### src/rtl/rx_cmd_ctrl_pkg.sv
// Shared definitions for the UART receive command sequencer: opcodes,
// FSM state encoding, operand register addresses and the timer width.
package rx_cmd_ctrl_pkg;

    // Command opcodes (first byte of every frame)
    localparam logic [7:0] CMD_WR      = 8'hAA;
    localparam logic [7:0] CMD_RD      = 8'hBB;
    localparam logic [7:0] CMD_ALU_OP  = 8'hCC;
    localparam logic [7:0] CMD_ALU_NOP = 8'hDD;

    // Register-file slots that hold the ALU operands
    localparam int OPA_ADDR = 0;
    localparam int OPB_ADDR = 1;

    // Width of the response timeout counter
    localparam int TIMER_WIDTH = 8;

    typedef enum logic [3:0] {
        ST_IDLE     = 4'd0,
        ST_WR_ADDR  = 4'd1,
        ST_WR_DATA  = 4'd2,
        ST_RD_ADDR  = 4'd3,
        ST_RD_WAIT  = 4'd4,
        ST_OP_A     = 4'd5,
        ST_OP_B     = 4'd6,
        ST_ALU_FUN  = 4'd7,
        ST_ALU_WAIT = 4'd8,
        ST_TX_SEND  = 4'd9
    } state_t;

    // States in which the sequencer waits on a result strobe under timeout
    function automatic logic is_wait_state(input state_t s);
        return (s == ST_RD_WAIT) || (s == ST_ALU_WAIT);
    endfunction

endpackage

### src/rtl/rx_cmd_timeout.sv
// Loadable down-counter guarding the wait for register-read / ALU results.
// expired is high while the count sits at zero.
module rx_cmd_timeout
    import rx_cmd_ctrl_pkg::*;
(
    input  logic                   clk,
    input  logic                   rst,
    input  logic                   load,
    input  logic                   en,
    input  logic [TIMER_WIDTH-1:0] load_val,
    output logic                   expired
);

    logic [TIMER_WIDTH-1:0] count;

    // Count register: load has priority, then decrement while enabled, hold at zero
    // NOTE: state is updated with non-blocking assignments so every flop samples pre-edge values.
    always_ff @(posedge clk) begin
        if (rst) begin
            count <= '0;
        end else if (load) begin
            count <= load_val;
        end else if (en && (count != '0)) begin
            count <= count - 1'b1;
        end
    end

    assign expired = (count == '0);

endmodule

### src/rtl/rx_cmd_ctrl.sv
// Command sequencer behind the UART receiver: parses opcode frames and drives
// register-file accesses, ALU launches, the ALU clock gate and reply bytes.
// Every output is a flop; the combinational process computes their next values.
module rx_cmd_ctrl
    import rx_cmd_ctrl_pkg::*;
#(
    parameter int DATA_WIDTH = 8,
    parameter int ADDR_WIDTH = 4,
    parameter int FUN_WIDTH  = 4,
    parameter int TIMEOUT    = 255
) (
    input  logic                  clk,
    input  logic                  rst,
    input  logic [DATA_WIDTH-1:0] rx_p_data,
    input  logic                  rx_d_valid,
    input  logic                  rx_err,
    output logic                  rf_wr_en,
    output logic                  rf_rd_en,
    output logic [ADDR_WIDTH-1:0] rf_addr,
    output logic [DATA_WIDTH-1:0] rf_wr_data,
    input  logic [DATA_WIDTH-1:0] rf_rd_data,
    input  logic                  rf_rd_valid,
    output logic                  alu_en,
    output logic [FUN_WIDTH-1:0]  alu_fun,
    output logic                  alu_clk_en,
    input  logic [DATA_WIDTH-1:0] alu_out,
    input  logic                  alu_out_valid,
    output logic [DATA_WIDTH-1:0] tx_p_data,
    output logic                  tx_d_valid,
    input  logic                  tx_busy,
    output logic                  cmd_err
);

    state_t state, state_next;

    logic                  rf_wr_en_n, rf_rd_en_n, alu_en_n, alu_clk_en_n;
    logic                  tx_d_valid_n, cmd_err_n;
    logic [ADDR_WIDTH-1:0] rf_addr_n;
    logic [DATA_WIDTH-1:0] rf_wr_data_n, tx_p_data_n;
    logic [FUN_WIDTH-1:0]  alu_fun_n;
    logic                  tmr_load, tmr_en, tmr_expired;

    logic rx_ok, rx_bad;
    assign rx_ok  = rx_d_valid && !rx_err;
    assign rx_bad = rx_d_valid &&  rx_err;

    // The counter is loaded with TIMEOUT-1 so that exactly TIMEOUT wait
    // cycles accept a result; expiry is acted on in the last of them.
    rx_cmd_timeout u_timeout (
        .clk      (clk),
        .rst      (rst),
        .load     (tmr_load),
        .en       (tmr_en),
        .load_val (TIMER_WIDTH'(TIMEOUT - 1)),
        .expired  (tmr_expired)
    );

    assign tmr_en = is_wait_state(state);

    // Next-state and next-output decode
    // NOTE: every signal gets a default first so no path through the block infers a latch.
    always_comb begin
        state_next   = state;
        rf_wr_en_n   = 1'b0;
        rf_rd_en_n   = 1'b0;
        alu_en_n     = 1'b0;
        tx_d_valid_n = 1'b0;
        cmd_err_n    = 1'b0;
        rf_addr_n    = rf_addr;
        rf_wr_data_n = rf_wr_data;
        alu_fun_n    = alu_fun;
        tx_p_data_n  = tx_p_data;

        if (rx_bad) begin
            // A corrupted byte poisons whatever frame is in flight
            cmd_err_n  = 1'b1;
            state_next = ST_IDLE;
        end else begin
            case (state)
                ST_IDLE: begin
                    if (rx_ok) begin
                        case (rx_p_data)
                            DATA_WIDTH'(CMD_WR):      state_next = ST_WR_ADDR;
                            DATA_WIDTH'(CMD_RD):      state_next = ST_RD_ADDR;
                            DATA_WIDTH'(CMD_ALU_OP):  state_next = ST_OP_A;
                            DATA_WIDTH'(CMD_ALU_NOP): state_next = ST_ALU_FUN;
                            default:                  cmd_err_n  = 1'b1;
                        endcase
                    end
                end
                ST_WR_ADDR: begin
                    // rf_addr doubles as the latched address until the write strobe
                    if (rx_ok) begin
                        rf_addr_n  = rx_p_data[ADDR_WIDTH-1:0];
                        state_next = ST_WR_DATA;
                    end
                end
                ST_WR_DATA: begin
                    if (rx_ok) begin
                        rf_wr_en_n   = 1'b1;
                        rf_wr_data_n = rx_p_data;
                        state_next   = ST_IDLE;
                    end
                end
                ST_RD_ADDR: begin
                    if (rx_ok) begin
                        rf_rd_en_n = 1'b1;
                        rf_addr_n  = rx_p_data[ADDR_WIDTH-1:0];
                        state_next = ST_RD_WAIT;
                    end
                end
                ST_RD_WAIT: begin
                    // A result arriving on the final timer cycle still wins
                    if (rf_rd_valid) begin
                        tx_p_data_n = rf_rd_data;
                        state_next  = ST_TX_SEND;
                    end else if (tmr_expired) begin
                        cmd_err_n  = 1'b1;
                        state_next = ST_IDLE;
                    end
                    if (rx_ok) cmd_err_n = 1'b1;
                end
                ST_OP_A: begin
                    if (rx_ok) begin
                        rf_wr_en_n   = 1'b1;
                        rf_addr_n    = ADDR_WIDTH'(OPA_ADDR);
                        rf_wr_data_n = rx_p_data;
                        state_next   = ST_OP_B;
                    end
                end
                ST_OP_B: begin
                    if (rx_ok) begin
                        rf_wr_en_n   = 1'b1;
                        rf_addr_n    = ADDR_WIDTH'(OPB_ADDR);
                        rf_wr_data_n = rx_p_data;
                        state_next   = ST_ALU_FUN;
                    end
                end
                ST_ALU_FUN: begin
                    if (rx_ok) begin
                        alu_en_n   = 1'b1;
                        alu_fun_n  = rx_p_data[FUN_WIDTH-1:0];
                        state_next = ST_ALU_WAIT;
                    end
                end
                ST_ALU_WAIT: begin
                    if (alu_out_valid) begin
                        tx_p_data_n = alu_out;
                        state_next  = ST_TX_SEND;
                    end else if (tmr_expired) begin
                        cmd_err_n  = 1'b1;
                        state_next = ST_IDLE;
                    end
                    if (rx_ok) cmd_err_n = 1'b1;
                end
                ST_TX_SEND: begin
                    if (!tx_busy) begin
                        tx_d_valid_n = 1'b1;
                        state_next   = ST_IDLE;
                    end
                    if (rx_ok) cmd_err_n = 1'b1;
                end
                default: state_next = ST_IDLE;
            endcase
        end

        // ALU clock runs from ALU_FUN entry until the result (or abort) is seen
        alu_clk_en_n = (state_next == ST_ALU_FUN) || (state_next == ST_ALU_WAIT);

        // Reload the timer only on the transition into a wait state
        tmr_load = is_wait_state(state_next) && (state_next != state);
    end

    // State and output registers
    always_ff @(posedge clk) begin
        if (rst) begin
            state      <= ST_IDLE;
            rf_wr_en   <= 1'b0;
            rf_rd_en   <= 1'b0;
            rf_addr    <= '0;
            rf_wr_data <= '0;
            alu_en     <= 1'b0;
            alu_fun    <= '0;
            alu_clk_en <= 1'b0;
            tx_p_data  <= '0;
            tx_d_valid <= 1'b0;
            cmd_err    <= 1'b0;
        end else begin
            state      <= state_next;
            rf_wr_en   <= rf_wr_en_n;
            rf_rd_en   <= rf_rd_en_n;
            rf_addr    <= rf_addr_n;
            rf_wr_data <= rf_wr_data_n;
            alu_en     <= alu_en_n;
            alu_fun    <= alu_fun_n;
            alu_clk_en <= alu_clk_en_n;
            tx_p_data  <= tx_p_data_n;
            tx_d_valid <= tx_d_valid_n;
            cmd_err    <= cmd_err_n;
        end
    end

endmodule

### config.mk
export PLATFORM = sky130hd
export DESIGN_NAME = rx_cmd_ctrl
export DESIGN_NICKNAME = d
export VERILOG_FILES = /design/src/rtl/rx_cmd_ctrl_pkg.sv /design/src/rtl/rx_cmd_timeout.sv /design/src/rtl/rx_cmd_ctrl.sv
export SDC_FILE = /design/constraint.sdc
export NUM_CORES = 1
export LEC_CHECK = 0
export BUFFER_PORTS_ARGS = -buffer_cell sky130_fd_sc_hd__buf_2
export CORE_MARGIN = 10
export CORE_UTILIZATION = 45
export DETAILED_ROUTE_END_ITERATION = 12
export PLACE_DENSITY = 0.67
export SLEW_MARGIN = 20
export SYNTH_ARGS = -nofsm -noshare
export SYNTH_HDL_FRONTEND = slang
export SYNTH_SLANG_ARGS = --single-unit
### constraint.sdc
create_clock -name clk -period 2.7 [get_ports clk]
set_clock_uncertainty 0.05 [all_clocks]
set_input_delay 0 -clock clk [delete_from_list [all_inputs] [get_ports clk]]
set_output_delay 0 -clock clk [all_outputs]
set_load 0.01 [all_outputs]
==> flow_metrics.env, run 1 <==
export IMPL_grt_setup_unrepaired="no"
export IMPL_synth_xor_area_frac=0.03765
export IMPL_cellPowerDensity_mw_per_mm2=411.7
export IMPL_slew_violations=0
export IMPL_instances_no_fill=394
export IMPL_final_nets=355
export IMPL_seqPwrFrac=0.510
export IMPL_grt_overflow=0
export IMPL_worstPathArrival_ps=2620
export IMPL_cts_made_buffers=5
export IMPL_ys_flop_type="dfxtp_1"
export IMPL_gp_congestion=0.8725
export IMPL_yosys_top_cells_count="dfxtp_1, nor2_1, mux2i_1"
export IMPL_p_sw_uw=268.7
export IMPL_hold_end="tx_p_data[4]"
export IMPL_dp_worst_setup_slack_ps=311.8
export IMPL_cts_setup_buffers=0
export IMPL_cts_resized=0
export IMPL_whs_path_depth=3
export IMPL_synthAdderAreaFrac=0.005379
export IMPL_synth_top_family_by_area="simple AND/OR/NAND/NOR gates"
export IMPL_drcViolationCount=0
export IMPL_syn_inst=250
export IMPL_hpwl_mm=4.403
export IMPL_holdCritPathClass="input pin to flop"
export IMPL_antenna_found_initial=0
export IMPL_syn_mean_instance_area_um2=9.304
export IMPL_rrSetupSlack_ps=190
export IMPL_hold_buffers=20
export IMPL_hold_violations=0
export IMPL_grt_pass1_vias=2055
export IMPL_cp_required_ps=2810
export IMPL_grt_pass1_wl_mm=10.22
export IMPL_drive_gt1_frac=0.2809
export IMPL_htree_num_levels=2
export IMPL_peakVddDrop_v=0.0002750
export IMPL_critPathLaunchType="flop"
export IMPL_dieArea_mm2=0.008445
export IMPL_ys_ff_latch=42
export IMPL_grtUsageMet1=0.1744
export IMPL_netlist_area_leader_share=0.3615
export IMPL_ys_warnings_count=0
export IMPL_syn_nets=282
export IMPL_power_leakage_uw=0.001146
export IMPL_setup_tns_final_ps=0
export IMPL_yosysTopAreaCell="dfxtp_1"
export IMPL_worstPathMaxFanout=13
export IMPL_synth_distinct_cells=68
export IMPL_wl_per_cell_um=15.70
export IMPL_path_delay_family="compound AO/OA/AOI/OAI gates"
export IMPL_grt_max_degree=29
export IMPL_clock_fmax_mhz=399.1
export IMPL_netlist_top_cells_area="dfxtp_1, mux2i_1, nor2_1, a211oi_1, xor2_1"
export IMPL_start_util=0.4583
export IMPL_synth_cell_area_mm2=0.002326
export IMPL_top_usage_layer="met2"
export IMPL_met2_usage=0.2441
export IMPL_dp_cells=366
export IMPL_ys_seq_area_frac=0.3615
export IMPL_setup_viol=0
export IMPL_setup_ws_ps=194.6
export IMPL_pin_count=61
export IMPL_drtPass1Iterations=4
export IMPL_cap_violations=0
export IMPL_syn2layout_area_growth_pct=27.22
export IMPL_globalRouteMet3Util=0.03749
export IMPL_reg2reg_to="u_timeout.count[4]"
export IMPL_p_int_uw=949.6
export IMPL_cp_buffers_inverters=0
export IMPL_fp_row_count=26
export IMPL_root_buffer="clkbuf_8"
export IMPL_clk_latency_ps=300
export IMPL_switching_share=0.2205
export IMPL_tightest_slew_ps=668.9
export IMPL_cpMaxStageDelayCell="dfxtp_1"
export IMPL_status="finished, final reports clean"
export IMPL_fp_dieW_um=91.90
export IMPL_synthMuxAreaShare=0.09521
export IMPL_crit_chain="nor4bb_1 -> and2_1 -> o21ai_0 -> a21o_1 -> a211oi_4 -> o22ai_1"
export IMPL_synth_simple_area_share=0.2313
export IMPL_cts_tree="built"
export IMPL_comb_power_share=0.087
export IMPL_ff2ff_path_depth=6
export IMPL_slew_headroom=0.5534
export IMPL_die_h_um=91.90
export IMPL_crit_type="flop to flop"
export IMPL_clk_pin_slew_worst_paths_ps=90
export IMPL_synth_edf_count=0
export IMPL_via_count=2082
export IMPL_drt_initial_drc_count=170
export IMPL_via_per_inst=5.284
export IMPL_grt_usage=0.1457
export IMPL_fillers=473
export IMPL_synth_async_reset_ratio=0
export IMPL_antenna_left=0
export IMPL_max_stage_delay_ps=610
export IMPL_n_antenna_cell=0
export IMPL_synth_compound_area_frac=0.2157
export IMPL_power_frac_clock=0.403
export IMPL_synth_most_common_cell="dfxtp_1"
export IMPL_layout_min_cycle_time_ps=2505
export IMPL_timing_final_crit_share=0.9279
export IMPL_end_kind="flop"
export IMPL_drt_total_wl_mm=6.187
export IMPL_core_area_mm2=0.005075
export IMPL_io_buffers=60
export IMPL_reg2reg_from="state[3]"
export IMPL_hp_start="alu_out[4]"
export IMPL_cts_sinks=42
export IMPL_clk_path_buf_depth=2
[power by group through the flow]
stage	Clock, uW	Combinational (uW)	Sequential (uW)
final	491	106	621
after global routing	525	116	621
after CTS	507	104	621
after detailed placement	0	81.8	636
after global placement	0	81.2	636
after floorplan	0	43.8	636
[registers in the layout, summed over array words and instances (netlist names)]
name,flops
rf_wr_data,8
tx_p_data,8
u_timeout.count,8
alu_fun,4
rf_addr,4
state,4
alu_clk_en,1
alu_en,1
cmd_err,1
rf_rd_en,1
rf_wr_en,1
tx_d_valid,1
[layout by cell type, fill, tap and decap left out, types with 3 or more instances in the layout]
| cell | netlist | layout |
|---|---|---|
| a21oi_1 | 5 | 5 |
| inv_1 | 5 | 5 |
| nand2b_1 | 5 | 5 |
| nor3_1 | 5 | 5 |
| and2_1 | 3 | 3 |
| a211oi_1 | 10 | 10 |
| o22ai_1 | 6 | 6 |
| xor2_1 | 7 | 7 |
| nand2_1 | 9 | 9 |
| clkbuf_8 | 0 | 5 |
| nor2_1 | 36 | 36 |
| or3_1 | 4 | 4 |
| dfxtp_1 | 42 | 42 |
| buf_2 | 6 | 60 |
| nand3_1 | 5 | 5 |
| buf_4 | 1 | 4 |
| o21ai_0 | 6 | 6 |
| mux2i_1 | 21 | 21 |
| xnor2_1 | 3 | 3 |
| nor2b_1 | 3 | 3 |
| a22oi_1 | 3 | 3 |
| dlygate4sd3_1 | 0 | 20 |
[worst max-delay path by stage]
stage	from	end	slack [ps]	cells after the start
2_1_floorplan	state[3]	u_timeout.count[2]	690	7
3_3_place_gp	state[3]	u_timeout.count[3]	360	6
3_5_place_dp	state[3]	u_timeout.count[3]	310	6
4_1_cts	state[3]	u_timeout.count[4]	310	6
5_1_grt	state[2]	u_timeout.count[4]	110	6
6_report	state[3]	u_timeout.count[4]	190	6
[kinds of logic after synthesis]
group                    count (synthesis)
AND/OR/NAND/NOR                         92
multiplexers                            22
XOR/XNOR                                10
AO/OA/AOI/OAI                           59
buffers and inverters                   24
adder cells (fa/ha/maj)                  1
flip-flops                              42
[final cells by class]
type,count,area (um^2),share of cell area
repair buffers,84,530.5,0.1793
clock inverters,2,37.54,0.01268
clock buffers,6,72.57,0.02452
multi-input cells,184,1368,0.4622
well taps,70,87.58,0.02960
flip-flops and latches,42,840.8,0.2841
inverters,6,22.52,0.007611
[worst reg2reg max path, cell delays in order, from the launching register on]
cell	delay [ps]
dfxtp_1	610
nor4bb_1	570
and2_1	240
o21ai_0	130
a21o_1	270
a211oi_4	390
o22ai_1	120
[metrics by stage]
stage	total power (uW)	util	hold slack (ps)	area (um^2)
after floorplan	679.8	-	97.23	2326
after global placement	717.2	0.5219	219.6	2649
after detailed placement	717.8	0.5219	230.7	2649
after CTS	1232	0.5831	0.8913	2959
after global routing	1262	0.5831	22.95	2959
final	1218	0.5831	9.491	2959
[metal layers]
| layer | up-vias | share of wire |
|---|---|---|
| li1 | 1056 | - |
| met4 | 0 | 0.016 |
| met1 | 976 | 0.45 |
| met3 | 7 | 0.039 |
| met5 | - | 0 |
| met2 | 43 | 0.49 |
Note: power is estimated with default switching activity, not from simulation.
==> run 2, diff against run 1 <==
--- a/config.mk
+++ b/config.mk
@@ -7,9 +7,9 @@
 export LEC_CHECK = 0
 export BUFFER_PORTS_ARGS = -buffer_cell sky130_fd_sc_hd__buf_2
 export CORE_MARGIN = 10
-export CORE_UTILIZATION = 45
+export CORE_UTILIZATION = 53
 export DETAILED_ROUTE_END_ITERATION = 12
-export PLACE_DENSITY = 0.67
+export PLACE_DENSITY = 0.77
 export SLEW_MARGIN = 20
 export SYNTH_ARGS = -nofsm -noshare
 export SYNTH_HDL_FRONTEND = slang
==> flow_metrics.env, run 2 (same netlist as run 1, synthesis figures left out) <==
export IMPL_antenna_left=0
export IMPL_via_count=2169
export IMPL_drtPass1Iterations=4
export IMPL_critPathLaunchType="flop"
export IMPL_cellPowerDensity_mw_per_mm2=389.6
export IMPL_drt_total_wl_mm=6.087
export IMPL_gp_congestion=0.9187
export IMPL_status="finished, final reports clean"
export IMPL_layout_min_cycle_time_ps=2478
export IMPL_final_common_cell="buf_2"
export IMPL_cts_tree="built"
export IMPL_dp_worst_setup_slack_ps=338.2
export IMPL_grt_pass1_wl_mm=10.27
export IMPL_dieArea_mm2=0.007438
export IMPL_grt_setup_unrepaired="no"
export IMPL_timing_final_crit_share=0.9178
export IMPL_cpMaxStageDelayCell="nor4bb_1"
export IMPL_tightest_slew_ps=679.8
export IMPL_slew_violations=0
export IMPL_clock_fmax_mhz=403.5
export IMPL_syn2layout_area_growth_pct=24.80
export IMPL_fp_dieW_um=86.25
export IMPL_wl_per_cell_um=16.23
export IMPL_largest_registers="rf_wr_data (8), tx_p_data (8), u_timeout.count (8)"
export IMPL_max_stage_delay_ps=560
export IMPL_worstPathArrival_ps=2580
export IMPL_fin_area_mm2=0.002903
export IMPL_power_leakage_uw=0.001140
export IMPL_final_cell_mix="buf_2, dfxtp_1, nor2_1"
export IMPL_start_util=0.5417
export IMPL_peakVddDrop_v=0.0003793
export IMPL_dr_wl_met3_um=289
export IMPL_route_layer_met1_wl_mm=2.543
export IMPL_io_buffers=60
export IMPL_cts_made_buffers=5
export IMPL_holdCritPathClass="input pin to flop"
export IMPL_via_per_inst=5.784
export IMPL_setup_ws_ps=221.9
export IMPL_hold_violations=0
export IMPL_pin_count=61
export IMPL_n_antenna_cell=0
export IMPL_cts_setup_buffers=0
export IMPL_drcViolationCount=0
export IMPL_clk_latency_ps=290
export IMPL_fp_row_count=24
export IMPL_clk_pin_slew_worst_paths_ps=80
export IMPL_place_area_mm2=0.002641
export IMPL_end_kind="flop"
export IMPL_hpwl_mm=4.368
export IMPL_root_buffer="clkbuf_8"
export IMPL_setup_tns_final_ps=0
export IMPL_cp_required_ps=2800
export IMPL_clk_path_buf_depth=2
export IMPL_cap_violations=0
export IMPL_cts_sinks=42
export IMPL_grt_pass1_vias=2135
export IMPL_grt_max_degree=27
export IMPL_met2WireLength_mm=3.093
export IMPL_rrSetupSlack_ps=220
export IMPL_whs_ps=6.049
export IMPL_cp_buffers_inverters=0
export IMPL_core_area_mm2=0.004294
export IMPL_htree_num_levels=2
export IMPL_slew_headroom=0.5462
export IMPL_crit_chain="nor4bb_1 -> and2_1 -> o21ai_0 -> a21o_1 -> a211oi_4 -> o22ai_1"
export IMPL_fillers=358
export IMPL_antenna_found_initial=0
export IMPL_crit_type="flop to flop"
export IMPL_drt_initial_drc_count=145
export IMPL_grt_usage=0.1657
export IMPL_setup_viol=0
export IMPL_grt_overflow=0
export IMPL_path_delay_family="compound AO/OA/AOI/OAI gates"
export IMPL_top_layer_used="met4"
export IMPL_drive_gt1_frac=0.2879
export IMPL_die_h_um=86.25
export IMPL_final_nets=354
export IMPL_worstPathMaxFanout=20
## run 2: worst paths after layout
check | start | end | cells after the start
max | state[2] | u_timeout.count[5] | 6
max reg2reg | state[2] | u_timeout.count[5] | 6
min reg2reg | rf_addr[0] | rf_addr[0] | 2
min | rf_rd_data[6] | tx_p_data[6] | 3
## run 2: tightest hold or removal path: stages
cell and delay, ps:
buf_2 90, mux2i_1 120, a211oi_1 80
## run 2: report_power, final
| group | switching [uW] | internal (uW) | leakage (uW) | total [uW] |
|---|---|---|---|---|
| Sequential | 1.00 | 620 | 0.000338 | 621 |
| Clock | 201 | 206 | 0.0000482 | 407 |
| Combinational | 51.7 | 50.6 | 0.000754 | 102 |
| Total | 254 | 877 | 0.00114 | 1130 |
## run 2: per-stage QoR
step           instances  total power [uW]    util
2_1_floorplan        250             679.8       -
3_3_place_gp         350             715.3  0.6151
3_5_place_dp         350             716.3  0.6151
4_1_cts              375              1141  0.6760
5_1_grt              375              1174  0.6760
6_report             375              1131  0.6760
## run 2: area by class of cell
type,count,area (um^2),share of cell area
Multi-Input combinational cell,184,1368,0.4711
Sequential cell,42,840.8,0.2897
Timing Repair Buffer,83,515.5,0.1776
Clock buffer,7,86.33,0.02974
Tap cell,52,65.06,0.02241
Inverter,6,22.52,0.007759
Clock inverter,1,5.005,0.001724
## run 2: per-layer routing
layer | vias to the layer above | GRT usage
met1 | 1045 | 0.1877
met5 | - | 0
met3 | 12 | 0.03659
li1 | 1057 | -
met4 | 0 | 0.06480
met2 | 55 | 0.2941
## run 2: what timing repair did
item	CTS	global route
hold buffers	17	0
hold endpoints to repair	19	0
resized for setup	0	0
==> run 3, diff against run 2 <==
--- a/config.mk
+++ b/config.mk
@@ -9,6 +9,7 @@
 export CORE_MARGIN = 10
 export CORE_UTILIZATION = 53
 export DETAILED_ROUTE_END_ITERATION = 12
+export MAX_ROUTING_LAYER = met4
 export PLACE_DENSITY = 0.77
 export SLEW_MARGIN = 20
 export SYNTH_ARGS = -nofsm -noshare
==> flow_metrics.env, run 3 (same netlist as run 1, synthesis figures left out) <==
export IMPL_status="finished, final reports clean"
export IMPL_cts_setup_buffers=0
export IMPL_hpwl_mm=4.368
export IMPL_grt_pass1_vias=2140
export IMPL_path_delay_family="compound AO/OA/AOI/OAI gates"
export IMPL_antenna_found_initial=0
export IMPL_worstPathMaxFanout=11
export IMPL_via_per_inst=5.819
export IMPL_io_buffers=60
export IMPL_pin_count=61
export IMPL_holdCritPathClass="input pin to flop"
export IMPL_die_h_um=86.25
export IMPL_cts_sinks=42
export IMPL_clock_fmax_mhz=404.4
export IMPL_drtPass1Iterations=4
export IMPL_hold_violations=0
export IMPL_setup_viol=0
export IMPL_power_leakage_uw=0.001140
export IMPL_cts_tree="built"
export IMPL_cap_violations=0
export IMPL_instances_no_fill=375
export IMPL_fp_dieW_um=86.25
export IMPL_max_stage_delay_ps=560
export IMPL_worstPathArrival_ps=2580
export IMPL_n_antenna_cell=0
export IMPL_wl_per_cell_um=16.20
export IMPL_clk_latency_ps=290
export IMPL_setup_ws_ps=227.2
export IMPL_tightest_slew_ps=657.2
export IMPL_syn2layout_area_growth_pct=24.80
export IMPL_critPathLaunchType="flop"
export IMPL_setup_tns_final_ps=0
export IMPL_drt_total_wl_mm=6.075
export IMPL_cp_required_ps=2810
export IMPL_drcViolationCount=0
export IMPL_dp_cells=350
export IMPL_drt_initial_drc_count=136
export IMPL_core_area_mm2=0.004294
export IMPL_crit_chain="nor4bb_1 -> and2_1 -> o21ai_0 -> a21o_1 -> a211oi_4 -> o22ai_1"
export IMPL_start_util=0.5417
export IMPL_slew_headroom=0.5613
export IMPL_peakVddDrop_v=0.0003803
export IMPL_final_cell_mix="buf_2, dfxtp_1, nor2_1"
export IMPL_slew_violations=0
export IMPL_htree_num_levels=2
export IMPL_clk_pin_slew_worst_paths_ps=80
export IMPL_final_common_cell="buf_2"
export IMPL_dieArea_mm2=0.007438
export IMPL_dp_worst_setup_slack_ps=338.2
export IMPL_grt_overflow=0
export IMPL_clk_path_buf_depth=2
export IMPL_antenna_left=0
export IMPL_largest_registers="rf_wr_data (8), tx_p_data (8), u_timeout.count (8)"
export IMPL_final_nets=354
export IMPL_gp_congestion=0.9347
export IMPL_grt_usage=0.1700
export IMPL_end_kind="flop"
export IMPL_grt_setup_unrepaired="no"
export IMPL_cellPowerDensity_mw_per_mm2=390.0
export IMPL_timing_final_crit_share=0.9158
export IMPL_drive_gt1_frac=0.2879
export IMPL_cts_made_buffers=5
export IMPL_postLayoutCoreUtil=0.6760
export IMPL_grt_max_degree=27
export IMPL_crit_type="flop to flop"
export IMPL_root_buffer="clkbuf_8"
export IMPL_cpMaxStageDelayCell="dfxtp_1"
export IMPL_fp_row_count=24
export IMPL_whs_ps=4.197
export IMPL_via_count=2182
export IMPL_layout_min_cycle_time_ps=2473
export IMPL_cp_buffers_inverters=0
export IMPL_grt_pass1_wl_mm=10.27
run 3: timing repair:
| action | 4_1_cts | 5_1_grt |
|---|---|---|
| hold buffers | 17 | 0 |
| endpoints found under the hold margin | 19 | 0 |
| resized for setup | 0 | 0 |
run 3: path summary, 6_finish.rpt:
kind                   start            endpoint  slack [ps]  cells after the start
setup reg to reg    state[3]  u_timeout.count[5]         230                      6
setup / recovery    state[3]  u_timeout.count[5]         230                      6
hold / removal    alu_out[5]        tx_p_data[5]           4                      3
hold reg to reg   rf_addr[0]          rf_addr[0]         420                      2
run 3: power breakdown:
group,switching [uW],internal [uW]
registers,0.993,620
clock network,202,206
logic,51.7,50.6
run 3: layer usage:
layer  track usage  part of all wire  vias up
met5             -                 0        -
met4       0.06480             0.026        0
met3       0.03283             0.045       14
met2        0.2948              0.51       58
met1        0.1883              0.42     1048
li1              -                 -     1062
run 3: layout make-up:
type                    count  area [um^2]
well taps                  52        65.06
multi-input cells         184         1368
clock buffers               7        86.33
fillers                   358         1391
clock inverters             1        5.005
repair buffers             83        515.5
inverters                   6        22.52
flip-flops and latches     42        840.8
run 3: through the flow:
| stage | cell area, um^2 | power [uW] |
|---|---|---|
| floorplan | 2326 | 679.8 |
| global placement | 2641 | 715.3 |
| detailed placement | 2641 | 716.3 |
| CTS | 2903 | 1141 |
| global route | 2903 | 1174 |
| finish | 2903 | 1132 |
run 3: tightest hold or removal path, delay by kind of cell:
kind | cells | cell delay (ps)
buf+inv | 1 | 90
mux | 1 | 120
compound gates | 1 | 80
